### config.mk
export PLATFORM = sky130hd
export DESIGN_NAME = load_store_unit
export DESIGN_NICKNAME = d
export VERILOG_FILES = /design/src/rtl/load_store_unit.sv
export SDC_FILE = /design/constraint.sdc
export NUM_CORES = 1
export LEC_CHECK = 0
export BUFFER_PORTS_ARGS = -buffer_cell sky130_fd_sc_hd__buf_4
export CAP_MARGIN = 20
export CORE_MARGIN = 2
export CORE_UTILIZATION = 50
export CTS_CLUSTER_SIZE = 16
export DETAILED_ROUTE_END_ITERATION = 10
export GPL_ROUTABILITY_DRIVEN = 1
export PLACE_DENSITY = 0.95
export REMOVE_ABC_BUFFERS = 1
export SETUP_SLACK_MARGIN = 0.02
export SKIP_CTS_REPAIR_TIMING = 1
export SYNTH_ARGS = -nofsm -noshare
export SYNTH_HDL_FRONTEND = slang
export SYNTH_SLANG_ARGS = --single-unit
### constraint.sdc
create_clock -name i_clk -period 3.85 [get_ports i_clk]
set_input_delay 0.77 -clock i_clk [delete_from_list [all_inputs] [get_ports i_clk]]
set_output_delay 0.77 -clock i_clk [all_outputs]
set_load 0.05 [all_outputs]
### src/rtl/load_store_unit.sv
// ============================================================================
// load_store_unit : sequences one load/store at a time into byte-banked memory
// Revision: 1.0
// ============================================================================
`default_nettype none

module load_store_unit #(
  parameter int unsigned ADDR_LIMIT = 4096
) (
  input  logic        i_clk,
  input  logic        i_reset,
  input  logic        i_req_valid,
  output logic        o_req_ready,
  input  logic [31:0] i_req_addr,
  input  logic [31:0] i_req_wdata,
  input  logic        i_req_we,
  input  logic [1:0]  i_req_size,
  input  logic        i_req_unsigned,
  output logic        o_resp_valid,
  input  logic        i_resp_ready,
  output logic [31:0] o_resp_rdata,
  output logic        o_resp_err,
  output logic [1:0]  o_resp_err_code,
  output logic [31:0] o_mem_address,
  output logic [31:0] o_mem_wr_data,
  output logic [1:0]  o_mem_wr_mask,
  output logic [2:0]  o_mem_rd_mask,
  input  logic [31:0] i_mem_rd_data,
  input  logic        i_mem_err_misaligned,
  input  logic        i_mem_err_rdmask
);

  localparam logic [1:0] c_WR_N  = 2'd0;
  localparam logic [1:0] c_WR_B  = 2'd1;
  localparam logic [1:0] c_WR_H  = 2'd2;
  localparam logic [1:0] c_WR_W  = 2'd3;
  localparam logic [2:0] c_RD_W  = 3'd0;
  localparam logic [2:0] c_RD_HZ = 3'd1;
  localparam logic [2:0] c_RD_BZ = 3'd2;
  localparam logic [2:0] c_RD_HE = 3'd3;
  localparam logic [2:0] c_RD_BE = 3'd4;

  typedef enum logic [1:0] {
    S_IDLE = 2'd0,
    S_MEM  = 2'd1,
    S_CAP  = 2'd2,
    S_RESP = 2'd3
  } state_t;

  state_t      r_state;
  state_t      w_next;

  logic        r_we;
  logic [1:0]  r_size;
  logic        r_unsigned;
  logic [31:0] r_mem_address;
  logic [31:0] r_mem_wr_data;
  logic [31:0] r_resp_rdata;
  logic        r_resp_err;
  logic [1:0]  r_resp_err_code;

  logic        w_accept;
  logic        w_misaligned;
  logic [1:0]  w_fault_code;
  logic        w_mem_err;

  assign w_accept     = i_req_valid && (r_state == S_IDLE);
  assign w_misaligned = ((i_req_size == 2'd2) && (i_req_addr[1:0] != 2'b00)) ||
                        ((i_req_size == 2'd1) && i_req_addr[0]);
  assign w_mem_err    = i_mem_err_misaligned | i_mem_err_rdmask;

  // Priority: illegal size, then range, then alignment.
  always_comb begin
    w_fault_code = 2'd0;
    if (i_req_size == 2'd3)            w_fault_code = 2'd3;
    else if (i_req_addr >= ADDR_LIMIT) w_fault_code = 2'd2;
    else if (w_misaligned)             w_fault_code = 2'd1;
  end

  always_ff @(posedge i_clk) begin
    if (i_reset) r_state <= S_IDLE;
    else         r_state <= w_next;
  end

  always_comb begin
    w_next        = r_state;
    o_req_ready   = 1'b0;
    o_resp_valid  = 1'b0;
    o_mem_wr_mask = c_WR_N;
    o_mem_rd_mask = c_RD_W;
    case (r_state)
      S_IDLE: begin
        o_req_ready = 1'b1;
        if (i_req_valid) w_next = (w_fault_code != 2'd0) ? S_RESP : S_MEM;
      end
      S_MEM: begin
        w_next = S_CAP;
        if (r_we) begin
          case (r_size)
            2'd0:    o_mem_wr_mask = c_WR_B;
            2'd1:    o_mem_wr_mask = c_WR_H;
            default: o_mem_wr_mask = c_WR_W;
          endcase
        end else begin
          case (r_size)
            2'd0:    o_mem_rd_mask = r_unsigned ? c_RD_BZ : c_RD_BE;
            2'd1:    o_mem_rd_mask = r_unsigned ? c_RD_HZ : c_RD_HE;
            default: o_mem_rd_mask = c_RD_W;
          endcase
        end
      end
      S_CAP:  w_next = S_RESP;
      S_RESP: begin
        o_resp_valid = 1'b1;
        if (i_resp_ready) w_next = S_IDLE;
      end
      default: w_next = S_IDLE;
    endcase
    // Reset landing in MEM must never let a write through.
    if (i_reset) o_mem_wr_mask = c_WR_N;
  end

  always_ff @(posedge i_clk) begin
    if (i_reset) begin
      r_we            <= 1'b0;
      r_size          <= 2'd0;
      r_unsigned      <= 1'b0;
      r_mem_address   <= 32'd0;
      r_mem_wr_data   <= 32'd0;
      r_resp_rdata    <= 32'd0;
      r_resp_err      <= 1'b0;
      r_resp_err_code <= 2'd0;
    end else begin
      case (r_state)
        S_IDLE: begin
          if (w_accept) begin
            r_we       <= i_req_we;
            r_size     <= i_req_size;
            r_unsigned <= i_req_unsigned;
            if (w_fault_code != 2'd0) begin
              r_resp_rdata    <= 32'd0;
              r_resp_err      <= 1'b1;
              r_resp_err_code <= w_fault_code;
            end else begin
              r_mem_address <= i_req_addr;
              r_mem_wr_data <= i_req_wdata;
            end
          end
        end
        S_CAP: begin
          if (w_mem_err) begin
            r_resp_rdata    <= 32'd0;
            r_resp_err      <= 1'b1;
            r_resp_err_code <= 2'd3;
          end else begin
            r_resp_rdata    <= r_we ? 32'd0 : i_mem_rd_data;
            r_resp_err      <= 1'b0;
            r_resp_err_code <= 2'd0;
          end
        end
        S_RESP: begin
          if (i_resp_ready) begin
            r_resp_err      <= 1'b0;
            r_resp_err_code <= 2'd0;
          end
        end
        default: ;
      endcase
    end
  end

  assign o_mem_address   = r_mem_address;
  assign o_mem_wr_data   = r_mem_wr_data;
  assign o_resp_rdata    = r_resp_rdata;
  assign o_resp_err      = r_resp_err;
  assign o_resp_err_code = r_resp_err_code;

endmodule

`default_nettype wire

==> flow_summary.json, run 1 <==
{
  "run_status": "finished clean",
  "fin_util_pct": 71.56,
  "nets": 773,
  "worstMarginPinSlew_ns": 0.7923,
  "die_area_um2": 9781,
  "cts_inserted_buffers": 9,
  "fin_cells": 776,
  "synthTopCellsByArea": "dfxtp_1 47%, mux2i_1 7.3%, a21oi_1 5.9%, nand3_1 5.3%, o31ai_1 5.3%",
  "area_delta_synth_final_pct": 38.59,
  "grt_pass1_vias": 4320,
  "final_layout_size_suffix_gt1_share_pct": 39.07,
  "hold_depth": 1,
  "ios": 212,
  "cp.arrival_ns": 1.87,
  "required_ns": 3.08,
  "layout_commonest_cell": "buf_4",
  "avgSynthCellArea_um2": 9.401,
  "cp-end-kind": "output pin",
  "layout_setup_ws_ns": 1.214,
  "power.total_w": 0.002721,
  "htree_levels": 3,
  "cts_root_buf": "clkbuf_8",
  "preCtsSetupSlack_ns": 0.9807,
  "synth_top_area_share_pct": 46.68,
  "hpwl_um": 9034,
  "max_slew_margin_pct": 47.18,
  "antenna_found_initial": 0,
  "avgViaCountPerCell": 5.616,
  "min_period_over_period_pct": 68.46,
  "ys_seq_area_share_pct": 46.68,
  "vias": 4358,
  "worstSetupStartpointType": "input pin",
  "grt_pass1_wl_um": 20050,
  "drc": 0,
  "period_minus_slack_ns": 2.636,
  "clk_latency_ns": 0.36,
  "core_um2": 8721,
  "die_w_um": 98.90,
  "fp.dieH_um": 98.90,
  "leakagePower_nw": 2.624,
  "fmax_ghz": 0.3794,
  "rsz0062_at_grt": "no",
  "ir_worst_vdd_mv": 0.2850,
  "antenna_cells": 0,
  "hp-class": "flip-flop to flip-flop",
  "drt_iter0_markers": 220,
  "critPathKind": "input pin to output pin",
  "ys.warnings.count": 0,
  "dr.pass1.iters": 6,
  "wirelength_um": 12930,
  "cts_tree": "done",
  "crit_fanout": 89,
  "port_buffers": 211,
  "fin_skew_ns": 0.01378,
  "netlist_area_um2": 4503,
  "ant_nets": 0,
  "cts_buffer_depth": 2,
  "synth_edf_count": 0,
  "placed_cells": 759,
  "hold_viol": 0,
  "synth_cell_type_count": 36,
  "r2r_cells": 7,
  "synth_seq_cells": 105,
  "maxSlewViolCount": 0,
  "netlist_instances": 479,
  "gp_congestion": 0.7916,
  "max_cap_viol_count": 0,
  "grt_usage_pct": 24.88,
  "rows": 34,
  "clkTransAtPathRegs_ns": 0.10,
  "clkSinkCount": 105,
  "final_cell_mix": "216 x buf_4, 105 x dfxtp_1, 52 x a21oi_1",
  "synth_ff_type": "dfxtp_1",
  "synth_area_leader_cell": "dfxtp_1",
  "async_flop_share_pct": 0,
  "setup_viol": 0,
  "power.density_nw_per_um2": 436.0,
  "fin_setup_tns_ns": 0,
  "grt_max_degree": 90,
  "wl_per_cell_um": 16.66,
  "initial_core_util_pct": 51.64,
  "overflow": 0
}
## power breakdown
group,leakage (nW),switching (W),internal (W)
combinational,1.67,0.000526,0.000321
clock,0.108,0.000392,0.000315
sequential,0.847,0.0000367,0.00113
total,2.62,0.000955,0.00177
## through the flow
stage | instance area [um^2] | hold WS (ns)
3_5_place_dp | 6006 | 0.4486
3_3_place_gp | 6006 | 0.4448
5_1_grt | 6241 | 0.4911
6_report | 6241 | 0.4735
2_1_floorplan | 4235 | 0.4566
4_1_cts | 6213 | 0.4758
## registers in the layout (all words and copies together) (netlist names)
signal	count
r_state	2
o_mem_address	32
r_size	2
o_mem_wr_data	32
o_resp_err_code	2
o_resp_err	1
r_we	1
o_resp_rdata	32
r_unsigned	1
## final cells by class
class,count,area (um^2)
clock buffer,9,123.9
clock inverter,7,83.83
fill,658,2480
inverter,5,18.77
multi-input combinational,325,2128
sequential,105,2102
tap,108,135.1
timing repair buffer,217,1649
## kinds of logic (layout without fill, tap and decap cells)
group,after synthesis,count (layout),share of synthesized area (%)
buffers and inverters,49,238,6.363
AND/OR/NAND/NOR,177,177,21.34
multiplexers,33,33,7.335
flip-flops,105,105,46.68
AO/OA/AOI/OAI,110,110,16.98
XOR/XNOR,1,1,0.1945
adder cells (fa/ha/maj),4,4,1.111
## final timing paths
| path | end | slack, ns | startpoint |
|---|---|---|---|
| min reg2reg | o_mem_address[24] | 0.47 | o_mem_address[24] |
| max | o_mem_wr_mask[0] | 1.21 | i_reset |
| max reg2reg | o_mem_address[14] | 1.45 | r_state[0] |
| min | o_mem_address[24] | 0.47 | o_mem_address[24] |
## cells in the mapped netlist, types with 8 or more instances
cell	number
dfxtp_1	105
a21oi_1	53
nand3_1	48
nand2_1	42
nand2b_1	34
mux2i_1	33
o31ai_1	32
clkbuf_1	22
and2_1	15
o31ai_2	14
buf_6	11
nor2_1	9
buf_2	8
nor3_1	8
## routing by layer
layer | wire length (um) | global-route usage [%] | part of all wire (%) | vias to the layer above
met5 | 0 | 0 | 0 | -
met4 | 427 | 10.64 | 3.3 | 0
met3 | 1028 | 6.028 | 8.0 | 39
met2 | 6772 | 44.75 | 52 | 220
met1 | 4700 | 27.89 | 36 | 2052
li1 | - | - | - | 2047
## worst max-delay path: stages
cell,delay (ns)
buf_4,0.60
nand3b_1,0.22
a21oi_1,0.06
buf_4,0.20
Power figures use the tool's default switching activity.
==> run 2: changes to the inputs <==
--- a/config.mk
+++ b/config.mk
@@ -8,11 +8,11 @@
 export BUFFER_PORTS_ARGS = -buffer_cell sky130_fd_sc_hd__buf_4
 export CAP_MARGIN = 20
 export CORE_MARGIN = 2
-export CORE_UTILIZATION = 50
+export CORE_UTILIZATION = 42
 export CTS_CLUSTER_SIZE = 16
 export DETAILED_ROUTE_END_ITERATION = 10
 export GPL_ROUTABILITY_DRIVEN = 1
-export PLACE_DENSITY = 0.95
+export PLACE_DENSITY = 0.86
 export REMOVE_ABC_BUFFERS = 1
 export SETUP_SLACK_MARGIN = 0.02
 export SKIP_CTS_REPAIR_TIMING = 1
==> constraint.sdc (replaced) <==
create_clock -name i_clk -period 2.2 [get_ports i_clk]
set_input_delay 0.44 -clock i_clk [delete_from_list [all_inputs] [get_ports i_clk]]
set_output_delay 0.44 -clock i_clk [all_outputs]
set_load 0.05 [all_outputs]
==> flow_summary.json, run 2 (same netlist as run 1, synthesis figures left out) <==
{
  "run_status": "finished clean",
  "max_slew_margin_pct": 53.83,
  "dr.pass1.iters": 5,
  "rsz0062_at_grt": "no",
  "crit_fanout": 4,
  "core_um2": 10370,
  "avgViaCountPerCell": 5.264,
  "power.density_nw_per_um2": 748.8,
  "antenna_cells": 0,
  "reg2reg_slack_ns": 0.29,
  "rows": 37,
  "min_period_over_period_pct": 88.56,
  "clk_latency_ns": 0.36,
  "final_cell_mix": "227 x buf_4, 105 x dfxtp_1, 52 x a21oi_1",
  "cp.arrival_ns": 1.51,
  "initial_core_util_pct": 43.42,
  "area_delta_synth_final_pct": 42.51,
  "critPathKind": "flip-flop to output pin",
  "cts_root_buf": "clkbuf_8",
  "cts_tree": "done",
  "worstSetupStartpointType": "flip-flop",
  "grt_pass1_vias": 4253,
  "drc": 0,
  "die_w_um": 107.5,
  "htree_levels": 3,
  "setup_viol": 0,
  "grt_max_degree": 49,
  "leakagePower_nw": 2.699,
  "final_layout_size_suffix_gt1_share_pct": 40.32,
  "vias": 4306,
  "fmax_ghz": 0.5133,
  "wl_per_cell_um": 15.98,
  "ir_worst_vdd_mv": 0.5830,
  "maxSlewViolCount": 0,
  "fp.dieH_um": 107.5,
  "cts_inserted_buffers": 9,
  "cts_buffer_depth": 2,
  "fin_skew_ns": 0.009831,
  "fillers": 880,
  "drt_iter0_markers": 291,
  "gp_congestion": 0.8341,
  "clkSinkCount": 105,
  "nets": 787,
  "ios": 212,
  "antenna_found_initial": 0,
  "worstMarginPinSlew_ns": 0.6926,
  "clkTransAtPathRegs_ns": 0.09,
  "hold_viol": 0,
  "layout_commonest_cell": "buf_4",
  "ant_nets": 0,
  "overflow": 0,
  "port_buffers": 211,
  "required_ns": 1.76,
  "layout_setup_ws_ns": 0.2517,
  "wirelength_um": 13070,
  "hp-class": "input pin to flip-flop",
  "preCtsSetupSlack_ns": -0.09706,
  "grt_usage_pct": 21.96,
  "max_cap_viol_count": 0,
  "fin_setup_tns_ns": 0,
  "power.total_w": 0.004805,
  "die_area_um2": 11570,
  "cp-end-kind": "output pin",
  "grt_pass1_wl_um": 20330,
  "hpwl_um": 9503,
  "period_minus_slack_ns": 1.948
}
==> run 2: cell types whose count changed in the layout (fill, tap and decap cells not counted) <==
cell,change
buf_12,+4
buf_4,+11
buf_16,-1
clkinv_2,-1
clkinvlp_4,+2
clkbuf_8,+2
inv_8,-2
inv_6,-1
==> run 2: worst paths after layout <==
check | from | end | cells past startpoint
min | i_reset | r_size[0] | 2
max reg2reg | r_state[0] | o_mem_address[17] | 7
min reg2reg | o_mem_wr_data[1] | o_mem_wr_data[1] | 2
max | r_state[1] | o_mem_wr_mask[0] | 5
==> run 2: layout make-up <==
class	count	area [um^2]	share of cell area, %
clock inverter	5	62.56	0.9748
tap	136	170.2	2.652
inverter	5	18.77	0.2925
multi-input combinational	325	2128	33.16
timing repair buffer	231	1784	27.80
clock buffer	11	151.4	2.359
sequential	105	2102	32.76
==> run 2: per-layer routing <==
metal  global-route usage, %  vias up  wire (um)
li1                        -     2077          -
met1                   27.26     2049       5234
met2                   36.48      155       6630
met3                   5.387       25        926
met4                   8.791        0        281
met5                       0        -          0
==> run 2: critical path, stage by stage (launching register included) <==
cell and delay (ns):
dfxtp_1 0.35, inv_1 0.08, ha_1 0.23, nand3b_1 0.12
a21oi_1 0.15, buf_4 0.22
==> run 2: where the power goes <==
group	leakage, nW	internal, W	total [W]	switching [W]
sequential	0.847	0.00198	0.00203	0.0000586
clock	0.102	0.000594	0.00125	0.000652
combinational	1.75	0.000601	0.00152	0.000924
==> run 2: stage by stage <==
step	area [um^2]	utilization [%]	hold WS (ns)	instances
after detailed placement	6203	59.82	0.4469	802
after floorplan	4235	-	0.4566	435
final	6417	61.88	0.3207	818
after global routing	6417	61.88	0.3092	818
after CTS	6417	61.88	0.3004	818
after global placement	6203	59.82	0.4435	802
